===== config.mk =====
export PLATFORM = sky130hd
export DESIGN_NAME = muldiv_seq
export DESIGN_NICKNAME = d
export VERILOG_FILES = /design/src/rtl/muldiv_pkg.sv /design/src/rtl/muldiv_signfix.sv /design/src/rtl/muldiv_seq.sv
export SDC_FILE = /design/constraint.sdc
export NUM_CORES = 1
export LEC_CHECK = 0
export CAP_MARGIN = 20
export CORE_MARGIN = 1.5
export CORE_UTILIZATION = 45
export DETAILED_ROUTE_END_ITERATION = 16
export GPL_TIMING_DRIVEN = 0
export HOLD_SLACK_MARGIN = 0.03
export PLACE_DENSITY = 0.7
export REMOVE_ABC_BUFFERS = 1
export SLEW_MARGIN = 20
export SYNTH_ARGS = -nofsm -noshare
export SYNTH_HDL_FRONTEND = slang
export SYNTH_SLANG_ARGS = --single-unit

===== constraint.sdc =====
create_clock -name clk -period 5.9 [get_ports clk]
set_input_delay 1.475 -clock clk [delete_from_list [all_inputs] [get_ports clk]]
set_output_delay 1.475 -clock clk [all_outputs]
set_load 0.02 [all_outputs]

===== src/rtl/muldiv_pkg.sv =====
// Shared constants for the iterative RV32M multiply/divide sequencer.
// MULDIV_EARLY_OUT_EN (see muldiv_seq) does not change anything here.
package muldiv_pkg;
    localparam int XLEN  = 32;
    localparam int CNT_W = 6;

    localparam logic [2:0] OP_MUL    = 3'b000;
    localparam logic [2:0] OP_MULH   = 3'b001;
    localparam logic [2:0] OP_MULHSU = 3'b010;
    localparam logic [2:0] OP_MULHU  = 3'b011;
    localparam logic [2:0] OP_DIV    = 3'b100;
    localparam logic [2:0] OP_DIVU   = 3'b101;
    localparam logic [2:0] OP_REM    = 3'b110;
    localparam logic [2:0] OP_REMU   = 3'b111;

    localparam logic [3:0] ALU_ADD = 4'b0000;
    localparam logic [3:0] ALU_SUB = 4'b0001;

    localparam logic [XLEN-1:0] INT_MIN = {1'b1, {(XLEN-1){1'b0}}};

    typedef enum logic [2:0] {S_IDLE, S_PREP, S_ITER, S_FIXUP, S_DONE} state_t;

    function automatic logic a_is_signed(input logic [2:0] op);
        return (op == OP_MULH) || (op == OP_MULHSU) || (op == OP_DIV) || (op == OP_REM);
    endfunction

    function automatic logic b_is_signed(input logic [2:0] op);
        return (op == OP_MULH) || (op == OP_DIV) || (op == OP_REM);
    endfunction
endpackage


===== src/rtl/muldiv_signfix.sv =====
// Conditional two's-complement negate; purely combinational, width set by W.
module muldiv_signfix #(
    parameter int W = 32
) (
    input  logic [W-1:0] val_i,
    input  logic         neg_i,
    output logic [W-1:0] res_o
);
    assign res_o = neg_i ? (~val_i + W'(1)) : val_i;
endmodule


===== src/rtl/muldiv_seq.sv =====
// Iterative RV32M mul/div on a borrowed ALU: accept -> first-valid edge is 35 cycles (3 on early-out).
// Optional MULDIV_EARLY_OUT_EN skips ITER for zero operands, divide-by-zero and DIV overflow.
module muldiv_seq
    import muldiv_pkg::*;
(
    input  logic            clk,
    input  logic            reset,
    input  logic            req_valid,
    output logic            req_ready,
    input  logic [2:0]      req_op,
    input  logic [XLEN-1:0] req_a,
    input  logic [XLEN-1:0] req_b,
    output logic            resp_valid,
    input  logic            resp_ready,
    output logic [XLEN-1:0] resp_data,
    output logic            alu_own,
    output logic [XLEN-1:0] alu_a,
    output logic [XLEN-1:0] alu_b,
    output logic [3:0]      alu_op,
    input  logic [XLEN-1:0] alu_result,
    input  logic            alu_c
);
    state_t            state_q, state_d;
    logic [2:0]        op_q, op_d;
    logic [XLEN-1:0]   a_q, a_d, b_q, b_d, hi_q, hi_d, lo_q, lo_d, res_q, res_d;
    logic [CNT_W-1:0]  cnt_q, cnt_d;
    logic              neg_a_q, neg_a_d, neg_b_q, neg_b_d;

    logic [XLEN-1:0]   mag_a, mag_b, quo_fix, rem_fix, rem_src;
    logic [2*XLEN-1:0] prod_fix;
    logic [XLEN:0]     csum;
    logic              div_op, b_zero, div_ovf, early_out, sub_ok;

    assign div_op = op_q[2];
    assign b_zero = (b_q == '0);
    // Evaluated in FIXUP, when a_q/b_q already hold magnitudes.
    assign div_ovf = div_op & ~op_q[0] & neg_a_q & neg_b_q & (a_q == INT_MIN) & (b_q == XLEN'(1));
`ifdef MULDIV_EARLY_OUT_EN
    assign early_out = div_op ? (b_zero | (~op_q[0] & (a_q == INT_MIN) & (b_q == '1)))
                              : ((a_q == '0) | b_zero);
`else
    assign early_out = 1'b0;
`endif
    assign sub_ok  = hi_q[XLEN-1] | ~alu_c;
    // Dividing by zero leaves the dividend as remainder, even when ITER was skipped.
    assign rem_src = b_zero ? a_q : hi_q;

    muldiv_signfix #(.W(XLEN)) u_mag_a (.val_i(a_q), .neg_i(a_is_signed(op_q) & a_q[XLEN-1]), .res_o(mag_a));
    muldiv_signfix #(.W(XLEN)) u_mag_b (.val_i(b_q), .neg_i(b_is_signed(op_q) & b_q[XLEN-1]), .res_o(mag_b));
    muldiv_signfix #(.W(2*XLEN)) u_fix_prod (.val_i({hi_q, lo_q}), .neg_i(neg_a_q ^ neg_b_q), .res_o(prod_fix));
    muldiv_signfix #(.W(XLEN)) u_fix_quo (.val_i(lo_q), .neg_i(neg_a_q ^ neg_b_q), .res_o(quo_fix));
    muldiv_signfix #(.W(XLEN)) u_fix_rem (.val_i(rem_src), .neg_i(neg_a_q), .res_o(rem_fix));

    assign req_ready  = (state_q == S_IDLE);
    assign resp_valid = (state_q == S_DONE);
    assign resp_data  = res_q;

    always_comb begin
        alu_own = (state_q == S_ITER);
        alu_a   = '0;
        alu_b   = '0;
        alu_op  = ALU_ADD;
        if (alu_own) begin
            if (div_op) begin
                alu_op = ALU_SUB;
                alu_a  = {hi_q[XLEN-2:0], lo_q[XLEN-1]};
                alu_b  = b_q;
            end else if (b_q[0]) begin
                alu_a = hi_q;
                alu_b = a_q;
            end
        end
    end

    always_comb begin
        state_d = state_q;
        op_d    = op_q;
        a_d     = a_q;
        b_d     = b_q;
        hi_d    = hi_q;
        lo_d    = lo_q;
        res_d   = res_q;
        cnt_d   = cnt_q;
        neg_a_d = neg_a_q;
        neg_b_d = neg_b_q;
        csum    = b_q[0] ? {alu_c, alu_result} : {1'b0, hi_q};
        case (state_q)
            S_IDLE: begin
                if (req_valid) begin
                    op_d    = req_op;
                    a_d     = req_a;
                    b_d     = req_b;
                    state_d = S_PREP;
                end
            end
            S_PREP: begin
                neg_a_d = a_is_signed(op_q) & a_q[XLEN-1];
                neg_b_d = b_is_signed(op_q) & b_q[XLEN-1];
                a_d     = mag_a;
                b_d     = mag_b;
                hi_d    = '0;
                lo_d    = div_op ? mag_a : '0;
                cnt_d   = '0;
                state_d = early_out ? S_FIXUP : S_ITER;
            end
            S_ITER: begin
                if (div_op) begin
                    hi_d = sub_ok ? alu_result : {hi_q[XLEN-2:0], lo_q[XLEN-1]};
                    lo_d = {lo_q[XLEN-2:0], sub_ok};
                end else begin
                    {hi_d, lo_d} = {csum, lo_q[XLEN-1:1]};
                    b_d          = b_q >> 1;
                end
                cnt_d = cnt_q + CNT_W'(1);
                if (cnt_q == CNT_W'(XLEN-1)) state_d = S_FIXUP;
            end
            S_FIXUP: begin
                case (op_q)
                    OP_MUL:                       res_d = prod_fix[XLEN-1:0];
                    OP_MULH, OP_MULHSU, OP_MULHU: res_d = prod_fix[2*XLEN-1:XLEN];
                    OP_DIV, OP_DIVU:              res_d = b_zero ? '1 : (div_ovf ? INT_MIN : quo_fix);
                    default:                      res_d = div_ovf ? '0 : rem_fix;
                endcase
                state_d = S_DONE;
            end
            S_DONE: begin
                if (resp_ready) state_d = S_IDLE;
            end
            default: state_d = S_IDLE;
        endcase
    end

    always_ff @(posedge clk) begin
        if (reset) begin
            state_q <= S_IDLE;
            op_q    <= '0;
            a_q     <= '0;
            b_q     <= '0;
            hi_q    <= '0;
            lo_q    <= '0;
            res_q   <= '0;
            cnt_q   <= '0;
            neg_a_q <= 1'b0;
            neg_b_q <= 1'b0;
        end else begin
            state_q <= state_d;
            op_q    <= op_d;
            a_q     <= a_d;
            b_q     <= b_d;
            hi_q    <= hi_d;
            lo_q    <= lo_d;
            res_q   <= res_d;
            cnt_q   <= cnt_d;
            neg_a_q <= neg_a_d;
            neg_b_q <= neg_b_d;
        end
    end
endmodule


# == Word level (Yosys, flattened, before mapping) ==
# Index checks and enable logic that the tools add are counted.
# classes
add_sub_neg,6
eq_ne,18
n_mux,35
bitwise,16
n_reduce_logical,17
# ops
operator,n
32-bit 2-to-1 mux,21
32-bit one-hot mux with 2 select lines,3
32-bit one-hot mux with 3 select lines,2
"32-bit by 1-bit adder with 32-bit output, second input constant",4
32-bit NOT,4
"64-bit by 1-bit adder with 64-bit output, second input constant",1
64-bit 2-to-1 mux,1
64-bit NOT,1
33-bit 2-to-1 mux,1
"32-bit by 1-bit == test with 1-bit output, second input constant",1
"32-bit == test, second input constant",1
32-bit zero test,1
3-bit one-hot mux with 5 select lines,1
"3-bit by 2-bit == test with 1-bit output, second input constant",4
"3-bit == test, second input constant",4
6-bit one-hot mux with 2 select lines,1
3-bit 2-to-1 mux,3
1-bit AND,7
"6-bit by 1-bit adder with 6-bit output, second input constant",1
"3-bit by 1-bit == test with 1-bit output, second input constant",2
"6-bit by 5-bit == test with 1-bit output, second input constant",1
3-bit zero test,2
"2-bit by 1-bit != test with 1-bit output, second input constant",3
1-bit logical OR,5
12 further kinds,17
# totals
register_bits,174
out_inout_bits,103
word_cells,102

# == Logic depth before layout (Yosys ltp) ==
# depth
word_depth,9
depth_mapped,22
depth_no_buf,15

# == By module ==
# A second synthesis with hierarchy kept.
# unflattened
cells_unflattened,1875
area_unflattened_um2,15225.9
# by_module_without_submodules
mod,n_inst,cells_per_inst,area_each_um2,seq_area_each_um2
muldiv_seq,1,1273,10468.8,3483.3
muldiv_signfix at u_fix_quo ...,4,99,777.0,0.0
muldiv_signfix at u_fix_prod,1,206,1649.1,0.0

# == Worst setup path before layout ==
# No wires, ideal clock.
# synth_timing
path_kind,flip-flop to flip-flop
startpoint,reg b_q[0]
endpoint,reg res_q[26] (netlist: resp_data[26])
setup_time_ps,132
t_arrival_ps,4989
required_time_ps,5768
slack_ps,779
stages_incl_launch_ff,23
path_buffers,7
synth_period_minus_slack_ps,5121
cell_sequence,dfxtp_1 -> clkbuf_1 -> clkbuf_1 -> buf_1 -> inv_1 -> ha_1 -> or3b_2 -> clkbuf_1 -> nor2_1 -> and4_1 -> buf_6 -> buf_6 -> buf_4 -> mux2i_1 -> ha_1 -> or3b_2 -> nand4b_1 -> a2111oi_0 -> a21oi_1 -> o31ai_1 -> xor2_1 -> a221oi_1 -> nor3_1
# synth_via
elab_chain_cells,7
# synth_lines
item,line,text
from (decl),muldiv_seq.sv:25,"logic [XLEN-1:0] a_q, a_d, b_q, b_d, hi_q, hi_d, lo_q, lo_d, res_q, res_d;"
from (signal assigned),muldiv_seq.sv:138,b_q <= '0;
from (signal assigned),muldiv_seq.sv:149,b_q <= b_d;
32-bit zero test,muldiv_seq.sv:35,assign b_zero = (b_q == '0);
32-bit 2-to-1 mux,muldiv_seq.sv:46,assign rem_src = b_zero ? a_q : hi_q;
32-bit NOT,muldiv_signfix.sv:9,assign res_o = neg_i ? (~val_i + W'(1)) : val_i;
32-bit by 1-bit adder with 32-bit output,muldiv_signfix.sv:9,
32-bit 2-to-1 mux,muldiv_signfix.sv:9,
32-bit 2-to-1 mux,muldiv_seq.sv:122,default: res_d = div_ovf ? '0 : rem_fix;
32-bit one-hot mux with 3 select lines *,muldiv_seq.sv:118,case (op_q)
to (signal assigned),muldiv_seq.sv:152,res_q <= res_d;
to (decl),muldiv_seq.sv:25,
# Mark *: on every way between the ends. The rest lies on a longest branch, timed or not.
# A chain may end at the register's enable or synchronous reset.

# == Worst setup path in the final report ==
# layout_timing
startpoint,reg b_q[0]
endpoint,reg res_q[20] (netlist: resp_data[20])
# Same word-level chain as after synthesis.

==> results_dict.tcl <==
set metrics [dict create \
    outcome "finished clean" \
    cp_num_buf_inv 2 \
    reg2reg_from "b_q[0]" \
    tns_ns 0 \
    whs_ns 0.491 \
    dpl_worst_slack_ns 0.358 \
    maxCapViolations 0 \
    worstPathArrival_ns 5.85 \
    p_per_area_mw_per_mm2 234 \
    grt_pass1_wl_mm 79.5 \
    syn_area_per_cell_um2 7.18 \
    avgRoutedWirePerCell_um 21.3 \
    gp_congestion 0.928 \
    core_area_mm2 0.0307 \
    end_kind "flip-flop" \
    startpoint_type "flip-flop" \
    p_leak_nw 6.10 \
    drv_slew 0 \
    synthArstFlopShare_pct 0 \
    fp.dieW_um 180 \
    grt_pass1_vias 13870 \
    start_util_pct 45.9 \
    ys_dominant_reg_cell "dfxtp_1" \
    r2r_setup_slack_ns 0.41 \
    path_depth 16 \
    drive_gt1_share_pct 6.61 \
    cts_buffer_depth 2 \
    drcViolationCount 0 \
    grt_usage_pct 30.1 \
    cts_resized 0 \
    clock_skew_ns 0.0162 \
    synth.top_cell.area_share_pct 24.7 \
    min_period_over_period_pct 93.0 \
    rsz0062_at_grt "no" \
    synth_cells 1961 \
    synth_area_mm2 0.0141 \
    crit_chain "inv_1 -> ha_1 -> or3b_2 -> nor2_1 -> and4_4 -> buf_16 -> mux2i_1 -> ha_1 -> or3b_2 -> nand4b_1 -> a2111oi_0 -> a21oi_1 -> o21ai_1 -> xor2_1 -> a21oi_1 -> a211oi_1" \
    cts-root-buf "clkbuf_16" \
    synth-seq-cells 174 \
    clk_pin_slew_ns 0.09 \
    io_buffers 203 \
    r2r-end "resp_data[20]" \
    drt_pre_antenna_iters 7 \
    synth-edff-count 0 \
    reg2regPathDepth 16 \
    drt_iter0_markers 1768 \
    setup_viol 0 \
    startpoint "b_q[0]" \
    cp-endpoint "resp_data[20]" \
    path_max_fanout 51 \
    cts_buffers 17 \
    dp_hpwl_mm 36.1 \
    synth_area_leaders "dfxtp_1 (25%), nor2_1 (7.3%), mux2i_1 (6.4%), nand2_1 (6.2%), clkbuf_1 (5.1%)" \
    syn_to_final_growth_pct 20.1 \
    die_area_mm2 0.0324 \
    slew-limit-headroom_pct 13.5 \
    min_period_ns 5.49 \
    fin_nets 2093 \
    grt-ovfl-total 0 \
    ctsHoldBuffers 0 \
    critPathTopFamily "simple AND/OR/NAND/NOR gates" \
    ant_nets 0 \
    vias 15533 \
    vias_per_cell 6.49 \
    ys_top_cells_by_count "nor2_1 (274), nand2_1 (233), clkbuf_1 (192), dfxtp_1 (174), a21oi_1 (121)" \
    h-tree-depth 4 \
    yosysMostFrequentCell "nor2_1" \
    row_count 64 \
    cp.required_ns 6.26 \
    synth_cell_types 72 \
    clock_sinks 174 \
    ys_warn_count 0 \
    cp_slowest_cell "or3b_2" \
    synth_top_cell_by_area "dfxtp_1" \
    slowest_delay_ns 0.56 \
    cts_tree "yes" \
    worst-setup-path-type "reg -> reg" \
    power_w 0.00395 \
    worstMarginPinSlew_ns 1.28 \
    min_path_type "reg -> reg" \
    n_antenna_cell 0 \
    io_pins 207 \
    design_area_mm2 0.0169 \
    peakVddDrop_mv 0.159 \
    fp.dieH_um 180 \
    fmax_ghz 0.182 \
    wirelength_mm 50.9 \
    seq_area_frac_synth_pct 24.7 \
    setup_slack_ns 0.410 \
    insertion_delay_ns 0.46 \
    placed_cell_area_mm2 0.0163 \
    grt_antenna_before_repair 0 \
    cts_setup_buffers 0 \
    final_hold_viol_count 0 \
    grt_max_degree 113 \
]
-- area by class of cell --
cell class                 count  area, µm²
fill                        2894      13700
multi-input combinational   1547       9760
sequential                   174       3490
timing repair buffer         230       2520
tap                          396        495
clock buffer                  17        425
clock inverter                15        170
inverter                      13       56.3
-- power breakdown --
part,internal [W],leakage [nW],switching (W),total [W]
Combinational,0.000507,4.40,0.000816,0.00132
Clock,0.000570,0.284,0.000612,0.00118
Sequential,0.00125,1.42,0.000196,0.00145
-- state kept, by name, summed over array words and instances (netlist names) --
signal / cells
b_q: 32
neg_a_q: 1
a_q: 32
op_q: 3
lo_q: 32
state_q: 3
neg_b_q: 1
hi_q: 32
resp_data: 32
cnt_q: 6
-- cells in the final DEF, fill, tap and decap left out, types with 31 or more instances in the layout --
| cell | Yosys | final |
|---|---|---|
| a22o_1 | 32 | 32 |
| nand3_1 | 56 | 56 |
| a21oi_1 | 121 | 121 |
| xor2_1 | 69 | 68 |
| a211oi_1 | 32 | 31 |
| nor4_1 | 41 | 40 |
| xnor2_1 | 62 | 61 |
| a32oi_1 | 32 | 32 |
| a222oi_1 | 40 | 40 |
| clkdlybuf4s50_1 | 0 | 202 |
| o21ai_0 | 88 | 88 |
| nand2_1 | 233 | 231 |
| nor3_1 | 66 | 65 |
| dfxtp_1 | 174 | 171 |
| nor2_1 | 274 | 267 |
| mux2i_1 | 90 | 90 |
-- cells by family after synthesis --
logic type | synth area share, %
muxes | 8.81
buffers and inverters | 6.92
xor gates and xnor gates | 8.14
DFF | 24.7
other | 0.0266
adders and majority gates | 0.533
and+or+nand+nor | 25.0
AOI/OAI and AO/OA | 25.9
-- how the worst min path moves through the flow --
stage                      start           end  slack [ns]  depth (start not counted)
global placement        cnt_q[3]      cnt_q[3]        0.47                          1
global route        resp_data[7]  resp_data[7]        0.52                          2
floorplan               cnt_q[3]      cnt_q[3]        0.45                          1
CTS                     cnt_q[3]      cnt_q[3]        0.49                          1
detailed placement      cnt_q[3]      cnt_q[3]        0.48                          1
finish              resp_data[1]  resp_data[1]        0.49                          2
-- metal layers --
layer	vias to the layer above	wire, µm	track usage (%)
li1	7236	-	-
met1	7362	22500	43.1
met2	841	22200	45.7
met3	94	4790	4.94
met4	0	1460	10.1
met5	-	0	0
-- worst min-delay path: cells and delay by family (launching register included) --
kind          cells  cell delay, ns
simple gates      2            0.13
flops             1            0.31
-- metrics by stage --
step / utilization, % / cells
after floorplan: - / 1734
after global placement: 51.2 / 2333
after detailed placement: 53.2 / 2358
after CTS: 55.1 / 2390
after global routing: 55.2 / 2392
final: 55.2 / 2392
Note: power is estimated with default switching activity, not from simulation.
==> variant, RTL diff (same settings) <==
Build with the macro `MULDIV_EARLY_OUT_EN` defined.
--- a/src/rtl/muldiv_seq.sv
+++ b/src/rtl/muldiv_seq.sv
@@ -2,2 +2,4 @@
 // Optional MULDIV_EARLY_OUT_EN skips ITER for zero operands, divide-by-zero and DIV overflow.
+`define MULDIV_EARLY_OUT_EN
+
 module muldiv_seq
Check against the original RTL: not equivalent (Yosys sat finds a counterexample within 4 cycles, from zero or initial values and one cycle with reset high).
==> variant against the unedited design <==
Total power is 27% higher. Sequential cell count unchanged. Area after synthesis is 3.8% higher. Design area up 3.0%. Routed wire length is 11% higher. Setup slack lost 0.25 ns. Sequential share of layout area down 0.60 points. Utilization down 0.36 points.
==> variant: results (changes against the unedited design) <==
[run_status]
outcome = finished, final reports clean

[global_routing]
grt_pass1_wl_um = 86020  ; +8.2%
gr-usage-all-layers = 0.3267  ; +0.02540
met2_usage = 0.5080  ; +0.05122
initial_antenna_violation_count = 1  ; +1
grt_util_met3 = 0.05461  ; +0.005174
met1_usage = 0.4451  ; +0.01409
first_global_vias = 14649  ; +5.6%

[die]
rows = 65  ; +1.6%

[worst_setup_path]
crit_arrival_ns = 6.06  ; +0.21 ns
setup.worst_path.end = resp_data[24]$_SDFFE_PP0P_
rr_endpoint = resp_data[24]$_SDFFE_PP0P_
critical_path.slowest_cell = sky130_fd_sc_hd__or4_4
worst-path-max-fanout = 36  ; -29%
ff2ff_setup_slack_ns = 0.16  ; -0.25 ns
timing.critical_path.slowest_cell_delay_ns = 0.80  ; +0.24 ns
r2r_cells = 14  ; -2

[cells_and_area]
inv_count = 20  ; +7
finish.net_count = 2131  ; +1.8%
buf_share = 0.1448  ; -0.004419
fill_cells = 3058  ; +5.7%
comb.multi_input.count = 1574  ; +1.7%
drive_above_1_share = 0.07136  ; +0.005226
sh_seq_area = 0.2003  ; -0.006012
multi_input_logic_area_mm2 = 0.01021  ; +4.6%
nonClockBufferCount = 233  ; +1.3%
area_share_clock_buf_inv = 0.03302  ; -0.002174
clkbuf_count = 22  ; +5

[detailed_routing]
drt-vias-per-instance = 6.627  ; +2.0%
drt_iter0_markers = 2114  ; +20%
met3RoutedLength_um = 4784  ; -0.21%
wirelength_um = 56270  ; +11%
route.layer.met1.wl_um = 23870  ; +6.3%
wl_met2_um = 25390  ; +15%

[power_and_ir_drop]
power.switching_fraction = 0.4539  ; +0.04299
comb-power_mw = 2.23  ; +69%
clock_power_share = 0.233  ; -0.066

[synthesis]
synth_area_leaders = sky130_fd_sc_hd__dfxtp_1, sky130_fd_sc_hd__nor2_1, sky130_fd_sc_hd__a21oi_1
synthTopCellsByCount = sky130_fd_sc_hd__nor2_1, sky130_fd_sc_hd__clkbuf_1, sky130_fd_sc_hd__dfxtp_1, sky130_fd_sc_hd__nand2_1, sky130_fd_sc_hd__a21oi_1
yosysSeqAreaShare = 0.2381  ; -0.009135
post_synth_num_cell_types = 84  ; +17%
synth-compound-area-share = 0.2874  ; +0.02876
synth_top_area_frac = 0.2381  ; -0.009135
synth-xor-area-share = 0.07783  ; -0.003608
post_synth_mux_area_share = 0.05414  ; -0.03396
post_synth_fa_ha_maj_area_fraction = 0.005987  ; +0.0006584

[timing]
worst_pin_slew_ns = 1.195  ; -0.08544 ns
finalClockSkew_ns = 0.02011  ; +0.003908 ns

[clock_tree]
post_cts.resized_instances = 5  ; +5

[hold_path]
hold_path.class = reg2reg
startpoint_of_the_most_critical_hold_path = resp_data[9]$_SDFFE_PP0P_
worstHoldEndpoint = resp_data[9]$_SDFFE_PP0P_

[place]
routabilityCongestion = 0.9481  ; +2.2%
placedInstanceArea_mm2 = 0.01676  ; +2.8%
detailed_place_hpwl_um = 39500  ; +9.5%

[variant: changes by cell type in the layout (fill, tap and decap cells not counted), sizes merged, moves of 19 or more]
| cell | delta |
|---|---|
| nand4 | +24 |
| nor2b | +32 |
| mux2i | -40 |
| a32oi | -31 |
| nand2 | -70 |
| a22oi | +19 |
| nand3 | -31 |
| o21ai | -20 |
| a21oi | +33 |
| a211oi | +57 |
| nor3 | -19 |
| nand3b | +26 |
[variant: stage by stage]
| stage | instances | util | worst slack [ns] | hold slack (ns) |
|---|---|---|---|---|
| floorplan | 1766 | - | -2.025 | 0.4548 |
| global placement | 2404 | 0.5096 | -6.502 | 0.4810 |
| detailed placement | 2427 | 0.5271 | -1.071 | 0.4933 |
| CTS | 2460 | 0.5465 | 0.002098 | 0.5076 |
| global route | 2467 | 0.5482 | -0.02895 | 0.5170 |
| finish | 2467 | 0.5482 | 0.1616 | 0.5012 |
